`src/rtl/ps2_mouse_pkg.sv`:
```
// Shared constants, state encoding and default timing values for the PS/2 mouse controller.
package ps2_mouse_pkg;

    localparam logic [7:0] CMD_RESET  = 8'hFF;
    localparam logic [7:0] CMD_STREAM = 8'hF4;
    localparam logic [7:0] RSP_ACK    = 8'hFA;
    localparam logic [7:0] RSP_BAT    = 8'hAA;
    localparam logic [7:0] RSP_ID     = 8'h00;

    localparam int DEF_RESP_TIMEOUT = 25_000_000;
    localparam int DEF_PKT_GAP      = 1_000_000;
    localparam int DEF_MAX_RETRY    = 3;
    localparam int DEF_TMR_W        = 25;

    typedef enum logic [3:0] {
        RST_SEND = 4'd0,
        RST_TX   = 4'd1,
        RST_ACK  = 4'd2,
        RST_BAT  = 4'd3,
        RST_ID   = 4'd4,
        EN_SEND  = 4'd5,
        EN_TX    = 4'd6,
        EN_ACK   = 4'd7,
        PKT1     = 4'd8,
        PKT2     = 4'd9,
        PKT3     = 4'd10,
        FAIL     = 4'd11
    } state_e;

    // The timer runs while waiting on the mouse during init and between packet bytes.
    function automatic logic timer_runs(input state_e s);
        logic r;
        case (s)
            RST_TX, RST_ACK, RST_BAT, RST_ID,
            EN_SEND, EN_TX, EN_ACK, PKT2, PKT3: r = (s != EN_SEND);
            default:                            r = 1'b0;
        endcase
        return r;
    endfunction

endpackage

```
`src/rtl/ps2_mouse_if.sv`:
```
// Byte-level handshake between the mouse controller and the PS/2 rx/tx datapath.
interface ps2_mouse_if;
    logic       wr_ps2;
    logic [7:0] din;
    logic       tx_done_tick;
    logic       rx_done_tick;
    logic [7:0] dout;

    modport master (output wr_ps2, din, input tx_done_tick, rx_done_tick, dout);
    modport slave  (input wr_ps2, din, output tx_done_tick, rx_done_tick, dout);
endinterface

```
`src/rtl/ps2_mouse_timer.sv`:
```
// Shared response/packet-gap timer: clear wins over enable; terminal counts compare the live count.
module ps2_mouse_timer #(
    parameter int TMR_W        = 25,
    parameter int RESP_TIMEOUT = 25_000_000,
    parameter int PKT_GAP      = 1_000_000
) (
    input  logic clk,
    input  logic reset_n,
    input  logic clr,
    input  logic en,
    output logic resp_tc,
    output logic gap_tc
);

    logic [TMR_W-1:0] count_q;
    logic [TMR_W-1:0] count_d;

    // Next count: clear, increment or hold.
    always_comb begin
        count_d = count_q;
        if (clr) begin
            count_d = {TMR_W{1'b0}};
        end else if (en) begin
            count_d = count_q + {{(TMR_W-1){1'b0}}, 1'b1};
        end else begin
            count_d = count_q;
        end
    end

    // Count register.
    always_ff @(posedge clk or negedge reset_n) begin
        if (!reset_n) begin
            count_q <= {TMR_W{1'b0}};
        end else begin
            count_q <= count_d;
        end
    end

    assign resp_tc = (count_q == TMR_W'(RESP_TIMEOUT - 1));
    assign gap_tc  = (count_q == TMR_W'(PKT_GAP - 1));

endmodule

```
`src/rtl/ps2_mouse_ctrl.sv`:
```
// PS/2 mouse sequencer: reset/enable handshake with retries, then 3-byte movement packet assembly.
module ps2_mouse_ctrl
    import ps2_mouse_pkg::*;
#(
    parameter int RESP_TIMEOUT = DEF_RESP_TIMEOUT,
    parameter int PKT_GAP      = DEF_PKT_GAP,
    parameter int MAX_RETRY    = DEF_MAX_RETRY,
    parameter int TMR_W        = DEF_TMR_W
) (
    input  logic              clk,
    input  logic              reset_n,
    ps2_mouse_if.master       bus,
    output logic [8:0]        xm,
    output logic [8:0]        ym,
    output logic [2:0]        btnm,
    output logic              m_done_tick,
    output logic              init_done,
    output logic              err
);

    localparam int RETRY_W = $clog2(MAX_RETRY + 1);

    state_e             state_q, state_d;
    logic [RETRY_W-1:0] retry_q, retry_d;
    logic [RETRY_W-1:0] retry_inc_s;
    logic [4:0]         b1_q, b1_d;      // {y sign, x sign, middle, right, left}
    logic [7:0]         b2_q, b2_d;
    logic [8:0]         xm_q, xm_d;
    logic [8:0]         ym_q, ym_d;
    logic [2:0]         btn_q, btn_d;
    logic               mdone_q, mdone_d;
    logic               init_done_q, init_done_d;
    logic               err_q, err_d;
    logic               wr_q, wr_d;
    logic [7:0]         din_q, din_d;
    logic               fail_s;
    logic               tmr_clr_s;
    logic               tmr_en_s;
    logic               resp_tc_s;
    logic               gap_tc_s;

    logic       rx_s;
    logic       tx_s;
    logic [7:0] rx_byte_s;

    assign rx_s      = bus.rx_done_tick;
    assign tx_s      = bus.tx_done_tick;
    assign rx_byte_s = bus.dout;

    ps2_mouse_timer #(
        .TMR_W        (TMR_W),
        .RESP_TIMEOUT (RESP_TIMEOUT),
        .PKT_GAP      (PKT_GAP)
    ) u_timer (
        .clk     (clk),
        .reset_n (reset_n),
        .clr     (tmr_clr_s),
        .en      (tmr_en_s),
        .resp_tc (resp_tc_s),
        .gap_tc  (gap_tc_s)
    );

    // Next-state, retry bookkeeping and registered-output computation.
    always_comb begin
        state_d     = state_q;
        retry_d     = retry_q;
        b1_d        = b1_q;
        b2_d        = b2_q;
        xm_d        = xm_q;
        ym_d        = ym_q;
        btn_d       = btn_q;
        mdone_d     = 1'b0;
        init_done_d = init_done_q;
        wr_d        = 1'b0;
        din_d       = din_q;
        fail_s      = 1'b0;
        retry_inc_s = retry_q + RETRY_W'(1);

        case (state_q)
            RST_SEND: begin
                wr_d    = 1'b1;
                din_d   = CMD_RESET;
                state_d = RST_TX;
            end
            EN_SEND: begin
                wr_d    = 1'b1;
                din_d   = CMD_STREAM;
                state_d = EN_TX;
            end
            RST_TX, EN_TX: begin
                // Any byte arriving before our command has gone out means the link is confused.
                if (rx_s) begin
                    fail_s = 1'b1;
                end else if (tx_s) begin
                    state_d = (state_q == RST_TX) ? RST_ACK : EN_ACK;
                end else if (resp_tc_s) begin
                    fail_s = 1'b1;
                end else begin
                    state_d = state_q;
                end
            end
            RST_ACK: begin
                if (rx_s) begin
                    if (rx_byte_s == RSP_ACK) state_d = RST_BAT;
                    else                      fail_s  = 1'b1;
                end else if (resp_tc_s) begin
                    fail_s = 1'b1;
                end else begin
                    state_d = state_q;
                end
            end
            RST_BAT: begin
                if (rx_s) begin
                    if (rx_byte_s == RSP_BAT) state_d = RST_ID;
                    else                      fail_s  = 1'b1;
                end else if (resp_tc_s) begin
                    fail_s = 1'b1;
                end else begin
                    state_d = state_q;
                end
            end
            RST_ID: begin
                if (rx_s) begin
                    if (rx_byte_s == RSP_ID) state_d = EN_SEND;
                    else                     fail_s  = 1'b1;
                end else if (resp_tc_s) begin
                    fail_s = 1'b1;
                end else begin
                    state_d = state_q;
                end
            end
            EN_ACK: begin
                if (rx_s) begin
                    if (rx_byte_s == RSP_ACK) begin
                        state_d     = PKT1;
                        retry_d     = {RETRY_W{1'b0}};
                        init_done_d = 1'b1;
                    end else begin
                        fail_s = 1'b1;
                    end
                end else if (resp_tc_s) begin
                    fail_s = 1'b1;
                end else begin
                    state_d = state_q;
                end
            end
            PKT1: begin
                // Only a byte with the always-one bit set can start a packet.
                if (rx_s && rx_byte_s[3]) begin
                    b1_d    = {rx_byte_s[5], rx_byte_s[4], rx_byte_s[2:0]};
                    state_d = PKT2;
                end else begin
                    state_d = PKT1;
                end
            end
            PKT2: begin
                if (rx_s) begin
                    b2_d    = rx_byte_s;
                    state_d = PKT3;
                end else if (gap_tc_s) begin
                    state_d = PKT1;
                end else begin
                    state_d = PKT2;
                end
            end
            PKT3: begin
                if (rx_s) begin
                    xm_d    = {b1_q[3], b2_q};
                    ym_d    = {b1_q[4], rx_byte_s};
                    btn_d   = b1_q[2:0];
                    mdone_d = 1'b1;
                    state_d = PKT1;
                end else if (gap_tc_s) begin
                    state_d = PKT1;
                end else begin
                    state_d = PKT3;
                end
            end
            FAIL: begin
                state_d = FAIL;
            end
            default: begin
                state_d = RST_SEND;
            end
        endcase

        if (fail_s) begin
            retry_d = retry_inc_s;
            state_d = (retry_inc_s == RETRY_W'(MAX_RETRY)) ? FAIL : RST_SEND;
        end else begin
            retry_d = retry_d;
        end

        err_d     = err_q | (state_d == FAIL);
        tmr_clr_s = (state_d != state_q) | rx_s;
        tmr_en_s  = timer_runs(state_q);
    end

    // State, packet and output registers.
    always_ff @(posedge clk or negedge reset_n) begin
        if (!reset_n) begin
            state_q     <= RST_SEND;
            retry_q     <= {RETRY_W{1'b0}};
            b1_q        <= 5'd0;
            b2_q        <= 8'h00;
            xm_q        <= 9'd0;
            ym_q        <= 9'd0;
            btn_q       <= 3'd0;
            mdone_q     <= 1'b0;
            init_done_q <= 1'b0;
            err_q       <= 1'b0;
            wr_q        <= 1'b0;
            din_q       <= CMD_RESET;
        end else begin
            state_q     <= state_d;
            retry_q     <= retry_d;
            b1_q        <= b1_d;
            b2_q        <= b2_d;
            xm_q        <= xm_d;
            ym_q        <= ym_d;
            btn_q       <= btn_d;
            mdone_q     <= mdone_d;
            init_done_q <= init_done_d;
            err_q       <= err_d;
            wr_q        <= wr_d;
            din_q       <= din_d;
        end
    end

    assign bus.wr_ps2  = wr_q;
    assign bus.din     = din_q;
    assign xm          = xm_q;
    assign ym          = ym_q;
    assign btnm        = btn_q;
    assign m_done_tick = mdone_q;
    assign init_done   = init_done_q;
    assign err         = err_q;

endmodule

```
`src/flat_wrapper.sv`:
```
// flat-port wrapper written by rule: the top's interface ports become plain ports
module ps2_mouse_ctrl_flat import ps2_mouse_pkg::*;
#(
    parameter int RESP_TIMEOUT = DEF_RESP_TIMEOUT,
    parameter int PKT_GAP      = DEF_PKT_GAP,
    parameter int MAX_RETRY    = DEF_MAX_RETRY,
    parameter int TMR_W        = DEF_TMR_W
)
  (clk, reset_n, xm, ym, btnm, m_done_tick, init_done, err, bus_wr_ps2, bus_din, bus_tx_done_tick, bus_rx_done_tick, bus_dout);
  ps2_mouse_if bus_i ();
  input  logic clk;
  input  logic reset_n;
  output logic [8:0] xm;
  output logic [8:0] ym;
  output logic [2:0] btnm;
  output logic m_done_tick;
  output logic init_done;
  output logic err;
  output wire logic [$bits(bus_i.wr_ps2)-1:0] bus_wr_ps2;
  output wire logic [$bits(bus_i.din)-1:0] bus_din;
  input wire logic [$bits(bus_i.tx_done_tick)-1:0] bus_tx_done_tick;
  input wire logic [$bits(bus_i.rx_done_tick)-1:0] bus_rx_done_tick;
  input wire logic [$bits(bus_i.dout)-1:0] bus_dout;
  assign bus_wr_ps2 = bus_i.wr_ps2;
  assign bus_din = bus_i.din;
  assign bus_i.tx_done_tick = bus_tx_done_tick;
  assign bus_i.rx_done_tick = bus_rx_done_tick;
  assign bus_i.dout = bus_dout;
  ps2_mouse_ctrl #(.RESP_TIMEOUT(RESP_TIMEOUT), .PKT_GAP(PKT_GAP), .MAX_RETRY(MAX_RETRY), .TMR_W(TMR_W)) u_core (.clk(clk), .reset_n(reset_n), .bus(bus_i), .xm(xm), .ym(ym), .btnm(btnm), .m_done_tick(m_done_tick), .init_done(init_done), .err(err));
endmodule
```
`config.mk`:
```
export PLATFORM = sky130hd
export DESIGN_NAME = ps2_mouse_ctrl_flat
export DESIGN_NICKNAME = d
export VERILOG_FILES = /design/src/rtl/ps2_mouse_pkg.sv /design/src/rtl/ps2_mouse_if.sv /design/src/rtl/ps2_mouse_timer.sv /design/src/rtl/ps2_mouse_ctrl.sv /design/src/flat_wrapper.sv
export SDC_FILE = /design/constraint.sdc
export NUM_CORES = 1
export LEC_CHECK = 0
export BUFFER_PORTS_ARGS = -buffer_cell sky130_fd_sc_hd__buf_2
export CAP_MARGIN = 15
export CORE_MARGIN = 2
export CORE_UTILIZATION = 35
export CTS_CLUSTER_DIAMETER = 200
export DETAILED_ROUTE_END_ITERATION = 16
export SYNTH_ARGS = -nofsm -noshare
export SYNTH_HDL_FRONTEND = slang
export SYNTH_SLANG_ARGS = --single-unit
```
`constraint.sdc`:
```
create_clock -name clk -period 5.05 [get_ports clk]
set_input_delay 1.01 -clock clk [delete_from_list [all_inputs] [get_ports clk]]
set_output_delay 1.01 -clock clk [all_outputs]
set_load 0.005 [all_outputs]
```
# Word-level counts from Yosys, hierarchy flattened
# Cells that the tools add are included.
[op_classes]
n_reduce_logical = 17
bitwise = 2
n_addsub = 2
n_eq_ne = 19
muxes = 40
[ops]
columns = ["operator", "n"]
rows = [
  ["$mux 4", 14],
  ["$mux 25", 2],
  ["$pmux 4 s11", 1],
  ["$add 25x1->25 const B", 1],
  ["$eq 25x20->1 const B", 1],
  ["$eq 25x25->1 const B", 1],
  ["$eq 4x4->1 const B", 5],
  ["$eq 4x3->1 const B", 4],
  ["$eq 8x8->1 const B", 2],
  ["$pmux 8 s2", 1],
  ["$mux 1", 15],
  ["$mux 2", 5],
  ["$reduce_bool 2->1", 5],
  ["$reduce_or 9->1", 1],
  ["$eq 4x2->1 const B", 2],
  ["$logic_not 8->1", 1],
  ["$reduce_and 2->1", 3],
  ["$reduce_and 3->1", 2],
  ["$reduce_or 2->1", 3],
  ["$eq 4x1->1 const B", 1],
  ["$logic_not 4->1", 1],
  ["$ne 4x3->1 const B", 1],
  ["$ne 4x4->1", 1],
  ["$pmux 1 s4", 1],
  ["5 further kinds", 6],
]
[totals]
elab_cells = 93
regBits = 77
output_inout_bits = 33

# Depth between registers and ports, before layout
# Gate-level depths: netlist of run 1.
[depth]
ltp_word = 9
ltp_mapped = 9
mapped_depth_nobuf = 8

# Hierarchy
# From an unflattened synthesis of run 1, not the netlist that was laid out.
[hier_totals]
cells_unflattened = 333
hier_area_um2 = 3587.2
[by_module_without_submodules]
columns = ["module", "area_per_inst_um2", "n_inst", "cells_per_inst", "seq_area_each_um2"]
rows = [
  ["ps2_mouse_ctrl", 2232.1, 1, 188, 1127.3],
  ["ps2_mouse_timer", 1355.0, 1, 145, 625.6],
]

# Worst setup path before layout of run 1
# OpenSTA, ideal clock, no wires.
[synth_path]
path_type = "input to register"
startpoint = "input bus_dout[0]"
endpoint = "register u_core.u_timer.count_q[14]"
stages = 9
arrival_time_ns = 3.215
setup_slack_ns = 1.715
t_required_ns = 4.930
setup_time_ns = 0.120
path_cell_list = "or3b_1 > buf_6 > o311a_4 > nor4_4 > nor3_2 > o31a_2 > xor2_2 > buf_6 > nor3_2"
[synth_via]
elab_chain_len = 8
word_cells_on_any_way = 24
[synth_rtl]
columns = ["element", "line", "source"]
rows = [
  ["from (decl)", "flat_wrapper.sv:23", "input wire logic [$bits(bus_i.dout)-1:0] bus_dout;"],
  ["$eq 8x8->1 (tied with other cells)", "ps2_mouse_ctrl.sv:104, ps2_mouse_ctrl.sv:134", ""],
  ["$mux 4 (tied with other cells)", "ps2_mouse_ctrl.sv:134", "if (rx_byte_s == RSP_ACK) begin"],
  ["$mux 4 (tied with other cells)", "ps2_mouse_ctrl.sv:133", "if (rx_s) begin"],
  ["$pmux 4 s11 / $pmux 1 s4 (equally long branches)", "ps2_mouse_ctrl.sv:79", "case (state_q)"],
  ["$mux 4 (*)", "ps2_mouse_ctrl.sv:187", "if (fail_s) begin"],
  ["via u_core.state_d[0]", "ps2_mouse_ctrl.sv:23", "state_e state_q, state_d;"],
  ["$ne 4x4->1 (*)", "ps2_mouse_ctrl.sv:195", "tmr_clr_s = (state_d != state_q) | rx_s;"],
  ["$or 1x1->1 (*)", "ps2_mouse_ctrl.sv:195", ""],
  ["$mux 25 / $reduce_bool 2->1 (equally long branches)", "-", ""],
  ["to (signal assigned)", "ps2_mouse_timer.sv:33", "count_q <= {TMR_W{1'b0}};"],
  ["to (signal assigned)", "ps2_mouse_timer.sv:35", "count_q <= count_d;"],
  ["to (decl)", "ps2_mouse_timer.sv:15", "logic [TMR_W-1:0] count_q;"],
]
# Mark *: on every way through the listed nets, which the timed path passes. The rest lies on a longest branch.
# A chain may end at the register's enable or synchronous reset.

# Worst setup path in the final report of run 1
[layout_path]
startpoint = "input bus_rx_done_tick"
endpoint = "register u_core.u_timer.count_q[4]"
[layout_via]
elab_chain_len = 7
word_cells_on_any_way = 20
[layout_rtl]
columns = ["element", "line", "source"]
rows = [
  ["from (decl)", "flat_wrapper.sv:22", "input wire logic [$bits(bus_i.rx_done_tick)-1:0] bus_rx_done_tick;"],
  ["$logic_and 1x1->1", "ps2_mouse_ctrl.sv:149", "if (rx_s && rx_byte_s[3]) begin"],
  ["$mux 1", "ps2_mouse_ctrl.sv:149", ""],
  ["$pmux 4 s11", "ps2_mouse_ctrl.sv:79", ""],
  ["$mux 4", "ps2_mouse_ctrl.sv:187", ""],
  ["$ne 4x4->1", "ps2_mouse_ctrl.sv:195", ""],
  ["$or 1x1->1 (*)", "ps2_mouse_ctrl.sv:195", ""],
  ["$mux 25 / $reduce_bool 2->1 (equally long branches)", "-", ""],
]
# Mark *: on every way between the ends. The rest lies on a longest branch, timed or not.

==> reports/qor.csv, run 1 <==
metric,value,unit
Worst Setup Path Type,input pin to register,
Lkg Pwr,1.759,nW
share of layout cells above drive strength 1,35.36,%
mapped cell area,3699,sq um
family with the most delay on the worst path,simple AND/OR/NAND/NOR gates,
number of port buffers,39,
"EDFF count, synth",0,
yosys warns,0,
vias per inst,5.094,
Worst slew margin,24.79,%
CTS resizes,0,
CTS Hold Buffers Added,0,
GRT Residual Overflow,0,
Met1 Wirelength,3.551,mm
vias in the first global route,2388,
Detailed Route WL,7.425,mm
Total Die Area,11410,sq um
"top cells by count, synth","dfrtp_1, mux2_2, nor3_2",
Cell Rows,37,
hold path depth,1,
Switch Pwr,0.6366,mW
CP startpoint,bus_rx_done_tick,
CP endpoint kind,register,
TNS Setup,0,ns
Worst setup SP type,input pin,
DRC violations left,0,
CP most frequent cell,nor3_2,
die width,106.8,um
worst-path maximum fanout,25,
Core Area,10280,sq um
Area Growth Syn to Fin,14.38,%
fillcell total,1017,
Num CTS Buffers,9,
cells along the critical path,buf_2 -> or3b_1 -> o311a_4 -> nor4_4 -> nor3_2 -> a211oi_1 -> mux2i_4 -> buf_4 -> nor3_2,
R2R depth,8,
status,"complete, no violations",
Reg power frac,40.7,%
ranking of synthesized cells by area,"dfrtp_1, mux2_2, nor3_2",
async set-or-reset flop fraction in the synthesized netlist,100.0,%
Sw Share,31.68,%
Layout Skew,0.01085,ns
Hold Startpoint,u_core.init_done,
maximum root-to-sink buffer count,2,
initial core utilization,35.99,%
CP required,5.31,ns
"CTS clk-pin slew, worst paths",0.08,ns
Skew-Pair Late Insertion Delay,0.35,ns
Int Pwr,1.373,mW
number of post-CTS setup repair buffers,0,
unrepaired setup endpoints after global routing,false,
# IOs,45,
clock share of power,30.0,%
CTS tree,done,
worst-margin pin slew,1.127,ns
pwr/cell area,475.0,nW/um^2
maxcap violations,0,
worst min path class,register to register,
syn_area_per_cell,11.59,sq um
Bufs and invs on worst path,2,
Tot GR Track Use,13.67,%
"slowest stage delay, CP",0.51,ns
die height,106.8,um
Worst VDD drop,0.1829,mV
post-synthesis cell count,319,
Levels on crit path,9,
clk root buf,clkbuf_8,
1st-iter DRT viols,121,
#FFs+latches synth,70,
DR top layer,met4,
first drt pass iteration count,6,
"Distinct cells, synth",59,
fin nets,371,
sequential-to-total area share from yosys stat,47.40,%
final hold vios,0,
initial antenna violation count,0,
Placer Congestion,0.8067,
WP data arrival,3.64,ns
ys flop type,dfrtp_1,
H-tree Lvls,3,
Comb power frac,29.3,%
largest net degree at the start of global routing,71,
Reg2Reg Launch Point,u_core.state_q[0],
WL per Instance,14.91,um
fin crit share,66.81,%
met2 wire length,3.544,mm
minimum clock period,3.374,ns
final setup violation count,0,
DR vias,2537,
CTS Sinks,70,
first-pass GRT wire length,12.32,mm
"count leader, synth",dfrtp_1,
fmax,296.4,MHz
Max Slew Vio Count,0,
Yosys top cell area share,46.68,%
fin util,41.16,%
Routed Antenna Nets,0,
DP HPWL,5.062,mm
post-synth top area cell,dfrtp_1,
metal3 WL,255,um
# diodes,0,
slowest cell on the critical path,or3b_1,
-- layout by cell type (no fill, tap or decap), types with 4 or more instances in the layout --
cell,count
dfrtp_1,69
buf_2,39
mux2_2,34
nor3_2,21
nand2_1,19
xor2_1,17
nor3_1,10
nor2_1,10
nand3_1,10
a21oi_1,9
xnor2_1,9
clkbuf_8,9
inv_1,8
nand4_1,7
nand2b_1,6
and3_1,6
a211oi_1,5
conb_1,5
nor4_1,4
bufinv_16,4
-- registers in the layout, indices dropped and copies added (netlist names) --
register / flops
u_core.bus.wr_ps2: 1
u_core.state_q: 4
u_core.err: 1
u_core.xm: 9
u_core.init_done: 1
u_core.m_done_tick: 1
u_core.ym: 9
u_core.retry_q: 2
u_core.b2_q: 8
u_core.b1_q: 5
u_core.u_timer.count_q: 25
u_core.bus.din: 1
u_core.btnm: 3
-- worst register-to-register path: cells and delay by family, from the launching register on --
kind                   cells  cell delay (ns)
DFF                        1             0.74
muxes                      1             0.21
buffers and inverters      1             0.38
and+or+nand+nor            4             1.10
AOI/OAI and AO/OA          2             0.71
-- through the flow --
step	hold WS [ns]	cells	power (mW)	cell area, sq um	setup WS, ns
finish	0.4739	498	2.009	4230	1.676
global route	0.4995	498	2.125	4230	1.556
CTS	0.4765	498	2.039	4230	1.696
detailed placement	0.4555	482	1.427	3961	1.331
global placement	0.4503	482	1.411	3961	1.387
floorplan	0.4482	323	1.259	3714	1.715
-- kinds of logic (layout without fill, tap and decap cells) --
logic type	Yosys count	in the layout	synth area share, %
compound gates	35	35	7.476
xor+xnor	27	27	6.597
fa+ha+maj	2	2	0.6765
buf+inv	27	66	4.668
flops	70	70	47.40
mux	38	38	11.77
other cells	1	5	0.1014
simple gates	119	119	21.31
-- worst paths after layout --
check | end | slack, ns
max | u_core.u_timer.count_q[4] | 1.68
min | u_core.init_done | 0.47
max reg2reg | u_core.u_timer.count_q[0] | 1.78
min reg2reg | u_core.init_done | 0.47
max in group asynchronous | u_core.u_timer.count_q[7] | 3.64
min in group asynchronous | u_core.xm[0] | 0.85
-- routing by layer --
metal	global-route usage [%]	up-vias
li1	-	1222
met1	18.65	1259
met2	21.43	51
met3	4.012	5
met4	3.340	0
met5	0	-
-- layout make-up --
class                           instances  area [sq um]  area share [%]
Sequential cell                        70          1753           41.44
Timing Repair Buffer                   42         217.7           5.146
Clock inverter                          7         145.1           3.431
Clock buffer                            9         123.9           2.928
Tap cell                              136         170.2           4.022
Multi-Input combinational cell        226          1790           42.32
Inverter                                8         30.03          0.7098
-- power groups by stage --
stage / Clock (mW) / Combinational [mW] / Sequential [mW]
2_1_floorplan: 0 / 0.455 / 0.804
3_3_place_gp: 0 / 0.590 / 0.821
3_5_place_dp: 0 / 0.598 / 0.829
4_1_cts: 0.620 / 0.601 / 0.818
5_1_grt: 0.642 / 0.645 / 0.839
6_report: 0.603 / 0.589 / 0.817
Power figures use the tool's default switching activity.
==> run 2: changes to the inputs <==
==> constraint.sdc (replaced) <==
create_clock -name clk -period 3.1 [get_ports clk]
set_input_delay 0.62 -clock clk [delete_from_list [all_inputs] [get_ports clk]]
set_output_delay 0.62 -clock clk [all_outputs]
set_load 0.005 [all_outputs]
==> run 2 against run 1 <==
Compared with the run above:
- critical path depth is 1 lower
- sequential cell count did not move
- combinational power up 87%
- non-clock buffer count is 15 higher
- highest routed layer unchanged
- clock skew rose by 0.0026 ns
- hold slack worse by 0.075 ns
- setup slack worse by 1.5 ns
- sequential share of layout area decreased by 0.77 points
- clock power grew 21%
- first-iteration DRC count down 23%
- global-route usage rose by 0.67 points
- final area up 1.9%
- largest cell class unchanged
- largest power group unchanged
==> reports/qor.csv, run 2 (synthesis results as in run 1) <==
metric,value,unit
Reg2Reg Launch Point,u_core.u_timer.count_q[6],
Area Growth Syn to Fin,16.54,%
cells along the critical path,or4_1 -> nor4_4 -> a21oi_2 -> or4_2 -> o31a_2 -> xor2_2 -> buf_12 -> nor3_1,
GRT Residual Overflow,0,
fin crit share,93.14,%
minimum clock period,2.887,ns
Max Slew Vio Count,0,
FF-to-FF setup slack,0.21,ns
first drt pass iteration count,4,
family with the most delay on the worst path,simple AND/OR/NAND/NOR gates,
fillcell total,988,
"Most flops, register",u_core.u_timer.count_q,
Skew-Pair Late Insertion Delay,0.35,ns
Total Die Area,11410,sq um
Multi-input gate area,1805,sq um
# diodes,0,
DR vias,2604,
"commonest non-fill, non-tap cell in the layout",dfrtp_1,
die width,106.8,um
worst-path maximum fanout,25,
worst-margin pin slew,0.9221,ns
Worst R2R End,u_core.u_timer.count_q[2],
CP required,3.36,ns
initial antenna violation count,0,
Routed Antenna Nets,0,
largest net degree at the start of global routing,45,
most frequent cells in the layout,"dfrtp_1, buf_2, mux2_2",
Worst Setup Path Type,register to register,
final hold vios,0,
Core Area,10280,sq um
1st-iter DRT viols,93,
Worst slew margin,38.53,%
Worst setup SP type,register,
CP endpoint kind,register,
first-pass GRT wire length,12.94,mm
Bufs and invs on worst path,1,
worst min path class,input pin to asynchronous set/reset pin,
register area,1753,sq um
Worst VDD drop,0.3206,mV
initial core utilization,35.99,%
Placer Congestion,0.8398,
Cell Rows,37,
TNS Setup,0,ns
clk root buf,clkbuf_8,
Lkg Pwr,1.806,nW
Layout Skew,0.01342,ns
DP HPWL,5.423,mm
status,"complete, no violations",
pwr/cell area,726.1,nW/um^2
fmax,346.3,MHz
WL per Instance,14.70,um
WP data arrival,3.15,ns
Detailed Route WL,7.542,mm
DRC violations left,0,
CTS tree,done,
CTS Sinks,70,
die height,106.8,um
vias per inst,5.076,
maximum root-to-sink buffer count,2,
slowest cell on the critical path,or4_2,
unrepaired setup endpoints after global routing,false,
Num CTS Buffers,9,
# IOs,45,
Tot Pwr,3.130,mW
maxcap violations,0,
share of layout cells above drive strength 1,38.46,%
vias in the first global route,2620,
R2R depth,8,
final setup violation count,0,
CTS Hold Buffers Added,0,
Tot GR Track Use,14.35,%
H-tree Lvls,3,
"CTS clk-pin slew, worst paths",0.08,ns
number of flip-flops in the largest register,25,
"slowest stage delay, CP",0.71,ns
fin nets,386,
number of port buffers,39,
run 2: what timing repair did:
action | 4_1_cts | 5_1_grt
gates resized for setup | 0 | 3
buffers inserted | 0 | 0
endpoints found under the setup margin | 0 | 12
run 2: worst max-delay path by stage:
stage / endpoint / start / slack [ns] / cells past startpoint
after floorplan: u_core.u_timer.count_q[14] / bus_dout[0] / 0.15 / 9
after global placement: u_core.u_timer.count_q[1] / bus_dout[0] / 0.04 / 9
after detailed placement: u_core.u_timer.count_q[2] / bus_dout[0] / -0.007 / 9
after CTS: u_core.u_timer.count_q[2] / u_core.u_timer.count_q[7] / 0.14 / 8
after global routing: u_core.u_timer.count_q[0] / u_core.u_timer.count_q[7] / 0.04 / 8
final: u_core.u_timer.count_q[2] / u_core.u_timer.count_q[6] / 0.21 / 8
run 2: final cells by class:
type	count	share of cell area (%)
timing repair buffer	57	8.244
multi-input combinational	226	41.89
sequential	70	40.67
tap	136	3.948
clock buffer	9	2.874
clock inverter	7	1.684
inverter	8	0.6967
run 2: per-stage QoR:
step | std cells | setup WS (ns) | util [%] | instance area, sq um | hold WS, ns
5_1_grt | 513 | 0.04125 | 41.94 | 4310 | 0.4700
3_3_place_gp | 497 | 0.04428 | 39.88 | 4099 | 0.4524
2_1_floorplan | 323 | 0.1550 | - | 3714 | 0.3244
4_1_cts | 513 | 0.1402 | 41.79 | 4295 | 0.4310
6_report | 513 | 0.2127 | 41.94 | 4310 | 0.3985
3_5_place_dp | 497 | -0.007357 | 39.88 | 4099 | 0.4533
run 2: worst register-to-register path: stages, from the launching register on:
cell,delay [ns]
dfrtp_1,0.44
or4_1,0.57
nor4_4,0.21
a21oi_2,0.11
or4_2,0.71
o31a_2,0.18
xor2_2,0.18
buf_12,0.19
nor3_1,0.20
run 2: power by group:
group	switching, mW	internal, mW
registers	0.135	1.17
clock network	0.357	0.372
logic	0.560	0.539
total	1.05	2.08
run 2: routing by layer:
layer	up-vias	part of all wire, %	global-route usage [%]
met2	60	49	23.43
met4	0	1.2	5.195
met1	1283	45	18.51
li1	1253	-	-
met3	8	4.3	3.526
met5	-	0	0
==> run 3: changes to the inputs <==
--- a/config.mk
+++ b/config.mk
@@ -11,6 +11,7 @@
 export CORE_UTILIZATION = 35
 export CTS_CLUSTER_DIAMETER = 200
 export DETAILED_ROUTE_END_ITERATION = 16
+export GPL_TIMING_DRIVEN = 0
 export SYNTH_ARGS = -nofsm -noshare
 export SYNTH_HDL_FRONTEND = slang
 export SYNTH_SLANG_ARGS = --single-unit
==> constraint.sdc (replaced) <==
create_clock -name clk -period 3.1 [get_ports clk]
set_input_delay 0.62 -clock clk [delete_from_list [all_inputs] [get_ports clk]]
set_output_delay 0.62 -clock clk [all_outputs]
set_load 0.05 [all_outputs]
==> run 3 against run 2 <==
Compared with the run above:
- sequential share of layout area fell by 0.28 points
- register-to-register slack got worse by 0.05 ns
- maximum frequency fell by 2.2%
- non-clock buffer count rose by 6
- global-route usage rose by 0.61 points
- power rose by 18%
- largest power group is now combinational logic
- clock skew fell by 0.0010 ns
- first-iteration DRC count rose by 23%
- die area did not move
- final area rose by 0.70%
- critical endpoint is now u_core.u_timer.count_q[21]
- core utilization rose by 0.29 points
==> reports/qor.csv, run 3 (synthesis results as in run 1) <==
metric,value,unit
status,"complete, no violations",
metal3 WL,324,um
Area Growth Syn to Fin,17.35,%
TNS Setup,0,ns
# IOs,45,
share of layout cells above drive strength 1,37.60,%
# diodes,0,
"commonest non-fill, non-tap cell in the layout",dfrtp_1,
fin crit share,95.23,%
number of port buffers,39,
Lkg Pwr,1.815,nW
R2R depth,8,
DR vias,2663,
"CTS clk-pin slew, worst paths",0.09,ns
Tot GR Track Use,14.96,%
met2 wire length,3.682,mm
clk root buf,clkbuf_8,
WL per Instance,15.05,um
vias per inst,5.131,
fillcell total,1001,
CTS tree,done,
Placer Congestion,0.8603,
CP most frequent cell,buf_6,
worst min path class,input pin to asynchronous set/reset pin,
final setup violation count,0,
Reg2Reg Launch Point,u_core.u_timer.count_q[7],
CP endpoint kind,register,
DP HPWL,5.481,mm
FF-to-FF setup slack,0.16,ns
maximum root-to-sink buffer count,2,
final hold vios,0,
most frequent cells in the layout,"dfrtp_1, buf_2, mux2_2",
initial antenna violation count,0,
GRT Residual Overflow,0,
Worst setup SP type,input pin,
Cell Rows,37,
cells along the critical path,buf_2 -> or3b_1 -> buf_6 -> o311a_4 -> nor4_4 -> nor3_4 -> o31a_2 -> xor2_4 -> buf_6 -> nor3_2,
first-pass GRT wire length,13.53,mm
Worst slew margin,41.98,%
DR top layer,met4,
pwr/cell area,850.9,nW/um^2
worst-margin pin slew,0.8702,ns
"Most flops, register",u_core.u_timer.count_q,
setup slack after layout,0.1478,ns
first drt pass iteration count,4,
WP data arrival,3.19,ns
1st-iter DRT viols,114,
Worst R2R End,u_core.u_timer.count_q[21],
minimum clock period,2.952,ns
Routed Antenna Nets,0,
largest net degree at the start of global routing,71,
CTS Sinks,70,
pre-CTS WS,-0.3193,ns
"slowest stage delay, CP",0.43,ns
fin nets,392,
Worst VDD drop,0.5979,mV
CP required,3.34,ns
fmax,338.7,MHz
DRC violations left,0,
H-tree Lvls,3,
worst-path maximum fanout,10,
unrepaired setup endpoints after global routing,false,
maxcap violations,0,
Worst Setup Path Type,input pin to register,
initial core utilization,35.99,%
Total Die Area,11410,sq um
Met1 Wirelength,3.673,mm
vias in the first global route,2653,
die height,106.8,um
Layout Skew,0.01240,ns
number of flip-flops in the largest register,25,
Skew-Pair Late Insertion Delay,0.35,ns
Max Slew Vio Count,0,
die width,106.8,um
slowest cell on the critical path,o31a_2,
Core Area,10280,sq um
Detailed Route WL,7.813,mm
Num CTS Buffers,9,
## run 3: worst max path at each step
stage / from / to / cells past startpoint
after floorplan: bus_dout[0] / u_core.u_timer.count_q[14] / 9
after global placement: bus_rx_done_tick / u_core.u_timer.count_q[21] / 10
after detailed placement: bus_rx_done_tick / u_core.u_timer.count_q[17] / 10
after CTS: u_core.u_timer.count_q[7] / u_core.u_timer.count_q[17] / 8
after global routing: u_core.u_timer.count_q[6] / u_core.u_timer.count_q[24] / 8
final: bus_rx_done_tick / u_core.u_timer.count_q[21] / 10
## run 3: what timing repair did
item                       4_1_cts  5_1_grt
buffers inserted                 0        5
gates resized for setup          2        5
setup endpoints to repair       20       20
hold buffers                     0        0
## run 3: report_power, final
group          switching [mW]  internal [mW]  leakage, nW  total (mW)
Sequential              0.133           1.17        0.890        1.30
Combinational            1.11          0.581        0.836        1.70
Clock                   0.393          0.305       0.0888       0.699
## run 3: layout make-up
cell class	instances	area [sq um]	area share (%)
sequential	70	1753	40.39
multi-input combinational	226	1823	42.00
clock inverter	7	61.31	1.413
timing repair buffer	44	235.2	5.419
clock buffer	9	123.9	2.854
tap	136	170.2	3.920
buffer	19	143.9	3.315
inverter	8	30.03	0.6918
## run 3: critical path, delay by kind of cell
kind                      cells  cell delay [ns]
and+or+nand+nor               4             0.91
AOI/OAI and AO/OA             2             0.82
buffers and inverters         3             0.54
xor gates and xnor gates      1             0.27
## run 3: through the flow
stage / power (mW) / instances / utilization, % / area (sq um) / hold slack [ns]
3_5_place_dp: 2.944 / 498 / 39.71 / 4081 / 0.4532
5_1_grt: 3.910 / 519 / 42.23 / 4340 / 0.4249
6_report: 3.693 / 519 / 42.23 / 4340 / 0.3657
3_3_place_gp: 2.917 / 498 / 39.69 / 4079 / 0.4466
2_1_floorplan: 2.578 / 323 / - / 3714 / 0.3244
4_1_cts: 3.668 / 514 / 41.68 / 4284 / 0.3954
## run 3: metal layers
layer | track usage, % | vias to the layer above
met5 | 0 | -
met4 | 5.659 | 0
met3 | 3.465 | 12
met2 | 23.02 | 67
met1 | 20.53 | 1310
li1 | - | 1274
